## src/rtl/audio_led_pkg.sv

```systemverilog
// Shared display-mode encoding and sample-format helpers for the audio LED PWM driver.
package audio_led_pkg;

  typedef enum logic [2:0] {
    MODE_OFF    = 3'd0,
    MODE_ON     = 3'd1,
    MODE_ENV    = 3'd2,
    MODE_BAR    = 3'd3,
    MODE_BREATH = 3'd4,
    MODE_SQ     = 3'd5
  } mode_e;

  // Offset-binary zero point for a sample of width sw.
  function automatic logic [31:0] midscale(input int sw);
    return 32'd1 << (sw - 1);
  endfunction

endpackage

```

## src/rtl/env_follower.sv

```systemverilog
// One audio channel: offset-binary magnitude stage followed by a peak envelope
// with instant attack and tick-timed proportional decay.
module env_follower
  import audio_led_pkg::*;
#(
  parameter int SW          = 16,
  parameter int PW          = 8,
  parameter int DECAY_SHIFT = 4
) (
  input  logic          clk,
  input  logic          rst,
  input  logic          sample_valid,
  input  logic [SW-1:0] sample,
  input  logic          tick,
  output logic [PW-1:0] env
);

  localparam logic [SW-1:0] MID  = SW'(midscale(SW));
  localparam logic [SW-1:0] MAXM = MID - 1'b1;

  logic [SW-1:0] diff;
  logic [SW-1:0] m;
  logic [PW-1:0] mag_next;
  logic [PW-1:0] mag_q;
  logic          mag_vld;
  logic [PW-1:0] step;
  logic [PW-1:0] decayed;
  logic          attack;

  // A full-scale negative sample (distance 2^(SW-1)) is clipped so it maps to
  // the top magnitude code instead of wrapping to zero.
  always_comb begin
    diff     = (sample >= MID) ? (sample - MID) : (MID - sample);
    m        = (diff > MAXM) ? MAXM : diff;
    mag_next = PW'(m >> (SW - 1 - PW));
  end

  always_comb begin
    step    = env >> DECAY_SHIFT;
    if (step == '0) step = PW'(1);
    decayed = (env == '0) ? '0 : (env - step);
    attack  = mag_vld && (mag_q > env);
  end

  always_ff @(posedge clk) begin
    if (rst) begin
      mag_q   <= '0;
      mag_vld <= 1'b0;
      env     <= '0;
    end else begin
      mag_vld <= sample_valid;
      if (sample_valid) mag_q <= mag_next;
      // Attack has priority over a coincident decay tick.
      if (attack)    env <= mag_q;
      else if (tick) env <= decayed;
    end
  end

endmodule

```

## src/rtl/audio_led_pwm.sv

```systemverilog
// Multi-channel audio-reactive LED PWM: per-channel envelopes, mode-selected
// duty mux, and period-aligned duty latching for glitch-free outputs.
module audio_led_pwm
  import audio_led_pkg::*;
#(
  parameter int NCH         = 4,
  parameter int SW          = 16,
  parameter int PW          = 8,
  parameter int DECAY_SHIFT = 4,
  parameter int TICK_DIV    = 100000
) (
  input  logic              clk,
  input  logic              rst,
  input  logic              sample_valid,
  input  logic [NCH*SW-1:0] sample,
  input  logic [2:0]        mode,
  output logic [NCH-1:0]    pwm,
  output logic [NCH*PW-1:0] env
);

  // sample_valid is a one-cycle strobe with no ready: every strobe is consumed
  // for all channels at once, back-to-back strobes included.

  localparam int            TW       = (TICK_DIV > 2) ? $clog2(TICK_DIV) : 1;
  localparam logic [TW-1:0] TICK_MAX = TW'(TICK_DIV - 1);
  localparam int            BAR_STEP = (1 << PW) / NCH;
  localparam logic [PW:0]   FULL     = (PW+1)'(1 << PW);

  logic [TW-1:0]              tick_cnt;
  logic                       tick;
  logic [PW-1:0]              breath;
  logic                       breath_up;
  logic [PW-1:0]              cnt;
  logic [PW-1:0]              cnt_n;
  logic                       wrap;
  logic [NCH-1:0][PW-1:0]     env_ch;
  logic [NCH-1:0][PW:0]       duty;
  logic [NCH-1:0][PW:0]       duty_lat;
  logic [NCH-1:0]             pwm_n;

  assign tick  = (tick_cnt == TICK_MAX);
  assign wrap  = (cnt == '1);
  assign cnt_n = cnt + 1'b1;

  always_ff @(posedge clk) begin
    if (rst) begin
      tick_cnt  <= '0;
      breath    <= '0;
      breath_up <= 1'b1;
    end else begin
      tick_cnt <= tick ? '0 : (tick_cnt + 1'b1);
      // Triangle ramp: each endpoint value is shown for a single tick.
      if (tick) begin
        if (breath_up) begin
          if (breath == '1) begin
            breath_up <= 1'b0;
            breath    <= breath - 1'b1;
          end else begin
            breath <= breath + 1'b1;
          end
        end else begin
          if (breath == '0) begin
            breath_up <= 1'b1;
            breath    <= breath + 1'b1;
          end else begin
            breath <= breath - 1'b1;
          end
        end
      end
    end
  end

  for (genvar i = 0; i < NCH; i++) begin : g_ch
    localparam logic [PW:0] BAR_THR = (PW+1)'(i * BAR_STEP);

    logic [PW:0]     duty_c;
    logic [2*PW-1:0] sq;

    env_follower #(
      .SW          (SW),
      .PW          (PW),
      .DECAY_SHIFT (DECAY_SHIFT)
    ) u_env (
      .clk          (clk),
      .rst          (rst),
      .sample_valid (sample_valid),
      .sample       (sample[i*SW +: SW]),
      .tick         (tick),
      .env          (env_ch[i])
    );

    always_comb begin
      sq     = {{PW{1'b0}}, env_ch[i]} * {{PW{1'b0}}, env_ch[i]};
      duty_c = '0;
      case (mode_e'(mode))
        MODE_OFF:    duty_c = '0;
        MODE_ON:     duty_c = FULL;
        MODE_ENV:    duty_c = {1'b0, env_ch[i]};
        MODE_BAR:    duty_c = ({1'b0, env_ch[0]} > BAR_THR) ? FULL : '0;
        MODE_BREATH: duty_c = {1'b0, breath};
        MODE_SQ:     duty_c = (PW+1)'(sq >> PW);
        default:     duty_c = '0;
      endcase
    end

    assign duty[i]            = duty_c;
    assign env[i*PW +: PW]    = env_ch[i];
    assign pwm_n[i]           = {1'b0, cnt_n} < (wrap ? duty_c : duty_lat[i]);
  end

  // Outputs are registered against the next counter value so pwm lines up
  // with cnt and a new duty only takes effect at the start of a period.
  always_ff @(posedge clk) begin
    if (rst) begin
      cnt      <= '0;
      duty_lat <= '0;
      pwm      <= '0;
    end else begin
      cnt <= cnt_n;
      pwm <= pwm_n;
      if (wrap) duty_lat <= duty;
    end
  end

endmodule

```

## config.mk

```make
export PLATFORM = sky130hd
export DESIGN_NAME = audio_led_pwm
export DESIGN_NICKNAME = d
export VERILOG_FILES = /design/src/rtl/audio_led_pkg.sv /design/src/rtl/env_follower.sv /design/src/rtl/audio_led_pwm.sv
export SDC_FILE = /design/constraint.sdc
export NUM_CORES = 1
export LEC_CHECK = 0
export CAP_MARGIN = 15
export CORE_MARGIN = 2
export CORE_UTILIZATION = 40
export CTS_BUF_LIST = sky130_fd_sc_hd__clkbuf_8
export DETAILED_ROUTE_END_ITERATION = 6
export PLACE_DENSITY_LB_ADDON = 0.05
export SYNTH_ARGS = -nofsm -noshare
export SYNTH_HDL_FRONTEND = slang
export SYNTH_SLANG_ARGS = --single-unit
```

## constraint.sdc

```tcl
create_clock -name clk -period 6.5 [get_ports clk]
set_input_delay 0.975 -clock clk [delete_from_list [all_inputs] [get_ports clk]]
set_output_delay 0.975 -clock clk [all_outputs]
set_load 0.005 [all_outputs]
```

==> flow_metrics.env, run 1 <==
export IMPL_status="completed"
export IMPL_worst_slew_pin_slew_ns=0.946
export IMPL_slew_viol_final=0
export IMPL_grt_pass1_wl_mm=71.7
export IMPL_synth_top_area_cell="dfxtp_1"
export IMPL_port_buffers=105
export IMPL_grt_usage=0.221
export IMPL_ios=106
export IMPL_power_leakage_nw=7.76
export IMPL_required_ns=6.92
export IMPL_wl_mm=43.5
export IMPL_synth_edff_count=0
export IMPL_crit_type="flop to flop"
export IMPL_ir_drop_v=0.000129
export IMPL_setup_viol=0
export IMPL_initial_core_util=0.408
export IMPL_cts_tree="yes"
export IMPL_multi_input_comb_area_mm2=0.0114
export IMPL_start_kind="flop"
export IMPL_core_area_mm2=0.0378
export IMPL_ys_warn_count=0
export IMPL_synth_top_area_share=0.180
export IMPL_first_iter_violations=611
export IMPL_clockBufferDepth=2
export IMPL_die_y_um=200
export IMPL_post_route_period_util=0.938
export IMPL_synth_cell_types=84
export IMPL_hpwl_mm=33.6
export IMPL_syn_area_per_cell_um2=8.16
export IMPL_nets=2338
export IMPL_max_freq_mhz=164
export IMPL_fillers=3866
export IMPL_gp_congestion=0.832
export IMPL_grt_antenna_before_repair=0
export IMPL_cts_root_buf="clkbuf_8"
export IMPL_fin_crit_ns=6.09
export IMPL_crit_fanout=8
export IMPL_insertion_delay_ns=0.49
export IMPL_hold_viol=0
export IMPL_die_area_mm2=0.0402
export IMPL_min_path_type="flop to flop"
export IMPL_synth_seq_cells=139
export IMPL_setup_tns_ns=0
export IMPL_drt_first_pass_iters=5
export IMPL_antenna_left=0
export IMPL_route_detailed_drc=0
export IMPL_grt_overflow_total=0
export IMPL_cp_arrival_ns=6.51
export IMPL_wl_per_cell_um=17.5
export IMPL_crit_path_end_kind="flop"
export IMPL_stdcell_count=2490
export IMPL_fin_area_mm2=0.0174
export IMPL_area_growth_pct=12.8
export IMPL_layout_commonest_cell="inv_1"
export IMPL_post_dp_cell_area_mm2=0.0170
export IMPL_numCtsBuffers=17
export IMPL_max_cap_viol_count=0
export IMPL_pwr_density_cell_mw_per_mm2=169
export IMPL_synthesis_nets=2262
export IMPL_synthCells=1891
export IMPL_clk_pin_slew_ns=0.09
export IMPL_rsz0062_at_grt="no"
export IMPL_finClkSkew_ns=0.0202
export IMPL_antenna_cells=0
export IMPL_finalPower_mw=2.94
export IMPL_grt_pass1_vias=13528
export IMPL_dieWidth_um=200
export IMPL_cts_max_level=4
export IMPL_grt_start_max_net_pins=60
export IMPL_final_util=0.460
export IMPL_synthFlopType="dfxtp_1"
export IMPL_post_place_cells=2458
export IMPL_yosysSeqAreaShare=0.180
export IMPL_clock_sinks=139
export IMPL_routed_via_density=5.37
export IMPL_drive_gt1_frac=0.0561
export IMPL_netlist_area_mm2=0.0154
export IMPL_synthTopCellsByArea="dfxtp_1, ha_1, fa_1"
export IMPL_slew_headroom=0.365
export IMPL_seqCellArea_mm2=0.00278
export IMPL_rows=71
export IMPL_vias=13368
export IMPL_final_cell_mix="inv_1, nor2_1, ha_1"
export IMPL_async_flop_share=0
export IMPL_cts_hold_buffers=0
-- cells by family (layout without fill, tap and decap cells) --
logic type | after synthesis | count (layout) | synth area share
flops | 139 | 139 | 0.180
fa+ha+maj | 301 | 301 | 0.293
buf+inv | 325 | 413 | 0.0829
other cells | 1 | 1 | 0.000243
xor+xnor | 87 | 87 | 0.0494
compound gates | 439 | 439 | 0.192
simple gates | 577 | 577 | 0.188
mux | 22 | 22 | 0.0144
-- layout make-up --
| cell class | instances | share of cell area |
|---|---|---|
| multi-input cells | 1427 | 0.655 |
| flip-flops and latches | 139 | 0.160 |
| repair buffers | 143 | 0.0765 |
| inverters | 239 | 0.0515 |
| well taps | 511 | 0.0367 |
| clock buffers | 18 | 0.0142 |
| clock inverters | 13 | 0.00668 |
-- synth_stat cells, types with 5 or more instances --
cell type  number
a211oi_1       61
a21o_1         39
a21oi_1       134
a221oi_1        9
a311oi_1       20
a31oi_1        25
a41o_1          5
and2_1         17
and3_1         13
and4_1         11
buf_2           6
clkbuf_1       69
clkinv_1       11
dfxtp_1       139
fa_1          100
ha_1          201
inv_1         228
mux2i_1        20
nand2_1        99
nand2b_1        5
nand3_1        23
nand3b_1       15
nand4_1        23
nor2_1        211
nor2b_1        14
nor3_1         66
nor3b_1         6
nor4_1         13
o211ai_1        9
o21a_1         23
o21ai_0        46
o22ai_1         6
o31a_1          5
or2_2          11
or3_1          19
or4_1          10
xnor2_1        67
xor2_1         20
-- worst max-delay path, cell delays in order, from the launching register on --
cell	delay, ns
dfxtp_1	0.52
inv_1	0.25
nor2_1	0.30
fa_1	0.49
fa_1	0.46
fa_1	0.51
inv_1	0.05
fa_1	0.52
inv_1	0.04
ha_1	0.36
a221o_1	0.33
a211oi_1	0.35
a211oi_2	0.20
a31oi_1	0.28
nor4b_2	0.30
nor3_1	0.10
ha_1	0.30
a21o_1	0.16
a211oi_1	0.29
nand2_1	0.08
o211ai_1	0.15
-- stage by stage --
stage / hold WS, ns / setup WS, ns
after global placement: 0.437 / 0.564
final: 0.455 / 0.405
after global routing: 0.474 / 0.0376
after CTS: 0.463 / 0.303
after detailed placement: 0.438 / 0.331
after floorplan: 0.418 / 0.673
-- final timing paths --
path,startpoint,endpoint,slack [ns],cells after the start
max,g_ch[1].u_env.env[2],pwm[1],0.41,20
min reg2reg,tick_cnt[0],tick_cnt[0],0.46,1
min,tick_cnt[0],tick_cnt[0],0.46,1
max reg2reg,g_ch[1].u_env.env[2],pwm[1],0.41,20
-- registers in the layout, indices dropped and copies added, names as in the netlist --
name,flops
breath_up,1
duty_lat,36
g_ch.u_env.env,32
breath,8
tick_cnt,17
pwm,4
g_ch.u_env.mag_q,32
cnt,8
g_ch.u_env.mag_vld,1
-- per-layer routing --
layer | global-route usage | part of all wire | vias up
met5 | 0 | 0 | -
met1 | 0.306 | 0.49 | 6341
met3 | 0.0334 | 0.044 | 35
met4 | 0.0526 | 0.014 | 0
met2 | 0.362 | 0.46 | 246
li1 | - | - | 6746
-- report_power, final --
part           internal, mW  switching [mW]
Combinational         0.544           0.698
Sequential            0.905          0.0890
Clock                 0.312           0.395
-- what timing repair did --
action,4_1_cts,5_1_grt
gates resized for setup,0,1
buffers inserted,0,0
endpoints found under the setup margin,0,1
Note: power is estimated with default switching activity, not from simulation.
==> inputs of run 2 (changes only) <==
clock period = 6.6 ns   (was 6.5 ns; I/O delays follow)
==> run 2 against run 1 <==
Effect of this change:
- sequential share of layout area down 0.064 points
- hold slack better by 0.0026 ns
- critical endpoint unchanged
- wire length up 0.64%
- utilization up 0.19 points
- die area unchanged
- non-clock buffer count up 3
- design area up 0.40%
- register-to-register slack better by 0.06 ns
- via count up 0.84%
- power up 1.7%
==> flow_metrics.env, run 2 (synthesis results as in run 1) <==
export IMPL_status="completed"
export IMPL_grt_pass1_wl_mm=71.3
export IMPL_vias=13480
export IMPL_finClkSkew_ns=0.0191
export IMPL_die_area_mm2=0.0402
export IMPL_postCtsSetupRepairBufs=0
export IMPL_wl_per_cell_um=17.5
export IMPL_initial_core_util=0.408
export IMPL_reg2reg_from="g_ch[1].u_env.env[2]"
export IMPL_ir_drop_v=0.000130
export IMPL_slew_viol_final=0
export IMPL_crit_type="flop to flop"
export IMPL_grt_usage=0.220
export IMPL_power_leakage_nw=7.79
export IMPL_post_route_period_util=0.930
export IMPL_cp_arrival_ns=6.56
export IMPL_min_from="tick_cnt[0]"
export IMPL_r2r_cells=20
export IMPL_min_path_type="flop to flop"
export IMPL_wl_mm=43.7
export IMPL_pwr_density_cell_mw_per_mm2=171
export IMPL_grt_start_max_net_pins=82
export IMPL_crit_fanout=8
export IMPL_cts_root_buf="clkbuf_8"
export IMPL_setup_tns_ns=0
export IMPL_rows=71
export IMPL_hpwl_mm=33.9
export IMPL_top_register="duty_lat"
export IMPL_hold_viol=0
export IMPL_insertion_delay_ns=0.49
export IMPL_reg_top3="duty_lat (36), g_ch.u_env.env (32), g_ch.u_env.mag_q (32)"
export IMPL_area_growth_pct=13.3
export IMPL_multi_input_comb_area_mm2=0.0114
export IMPL_cts_tree="yes"
export IMPL_drt_first_pass_iters=5
export IMPL_max_freq_mhz=163
export IMPL_seqCellArea_mm2=0.00278
export IMPL_layout_commonest_cell="inv_1"
export IMPL_grt_antenna_before_repair=0
export IMPL_fin_crit_ns=6.13
export IMPL_gp_congestion=0.882
export IMPL_finalPower_mw=2.99
export IMPL_setup_viol=0
export IMPL_worst_slew_pin_slew_ns=0.975
export IMPL_whs_path_depth=1
export IMPL_fillers=3903
export IMPL_grt_overflow_total=0
export IMPL_fin_ws_ns=0.465
export IMPL_rsz0062_at_grt="no"
export IMPL_clockBufferDepth=2
export IMPL_routed_via_density=5.40
export IMPL_die_y_um=200
export IMPL_timing_critical_path_from="g_ch[1].u_env.env[2]"
export IMPL_antenna_cells=0
export IMPL_clk_pin_slew_ns=0.10
export IMPL_numCtsBuffers=17
export IMPL_antenna_left=0
export IMPL_pre_cts_ws_ns=0.480
export IMPL_cts_resized=0
export IMPL_drive_gt1_frac=0.0575
export IMPL_core_area_mm2=0.0378
export IMPL_dieWidth_um=200
export IMPL_largest_reg_flops=36
export IMPL_grt_pass1_vias=13415
export IMPL_start_kind="flop"
export IMPL_cts_hold_buffers=0
export IMPL_port_buffers=105
export IMPL_required_ns=7.02
export IMPL_clock_sinks=139
export IMPL_nets=2341
export IMPL_ios=106
export IMPL_cts_max_level=4
export IMPL_final_cell_mix="inv_1, nor2_1, ha_1"
export IMPL_first_iter_violations=622
export IMPL_slew_headroom=0.350
export IMPL_crit_path_end_kind="flop"
export IMPL_max_cap_viol_count=0
export IMPL_route_detailed_drc=0
-- run 2: changes by cell type in the layout (fill, tap and decap cells not counted), sizes merged --
cell,previous run,this run
clkinv,16,15
inv,233,234
clkbuf,19,18
bufinv,1,3
buf,38,41
-- run 2: metal layers --
metal,part of all wire,global-route usage
met1,0.49,0.305
met2,0.46,0.363
met3,0.033,0.0273
met4,0.015,0.0526
met5,0,0
-- run 2: worst max-delay path: stages (launching register included) --
cell      delay, ns
dfxtp_1        0.52
inv_1          0.23
nor2_1         0.28
fa_1           0.48
fa_1           0.46
fa_1           0.51
inv_1          0.05
fa_1           0.53
inv_1          0.04
ha_1           0.37
a221o_1        0.35
a211oi_1       0.33
a211oi_2       0.19
a31oi_1        0.27
nor4b_1        0.37
nor3_1         0.10
ha_1           0.31
a21o_1         0.17
a211oi_1       0.28
nand2_1        0.09
o211ai_1       0.16
-- run 2: area by class of cell --
cell class / count / share of cell area
clock buffers: 17 / 0.0134
clock inverters: 15 / 0.0108
repair buffers: 146 / 0.0774
flip-flops and latches: 139 / 0.159
well taps: 511 / 0.0366
multi-input cells: 1427 / 0.651
inverters: 239 / 0.0513
-- run 2: worst paths after layout --
check	end	slack, ns
setup / recovery	pwm[1]	0.47
hold / removal	tick_cnt[0]	0.46
setup reg to reg	pwm[1]	0.47
hold reg to reg	tick_cnt[0]	0.46
-- run 2: stage by stage --
step                      std cells  hold slack, ns   util  area [um^2]
after floorplan                1891           0.418      -        15400
after global placement         2461           0.426  0.451        17100
after detailed placement       2461           0.446  0.451        17100
after CTS                      2493           0.464  0.462        17500
after global routing           2494           0.506  0.462        17500
final                          2494           0.458  0.462        17500
-- run 2: power by group --
group / total, mW / internal [mW] / switching (mW)
registers: 0.976 / 0.891 / 0.0851
clock network: 0.786 / 0.381 / 0.405
logic: 1.23 / 0.540 / 0.691
total: 2.99 / 1.81 / 1.18
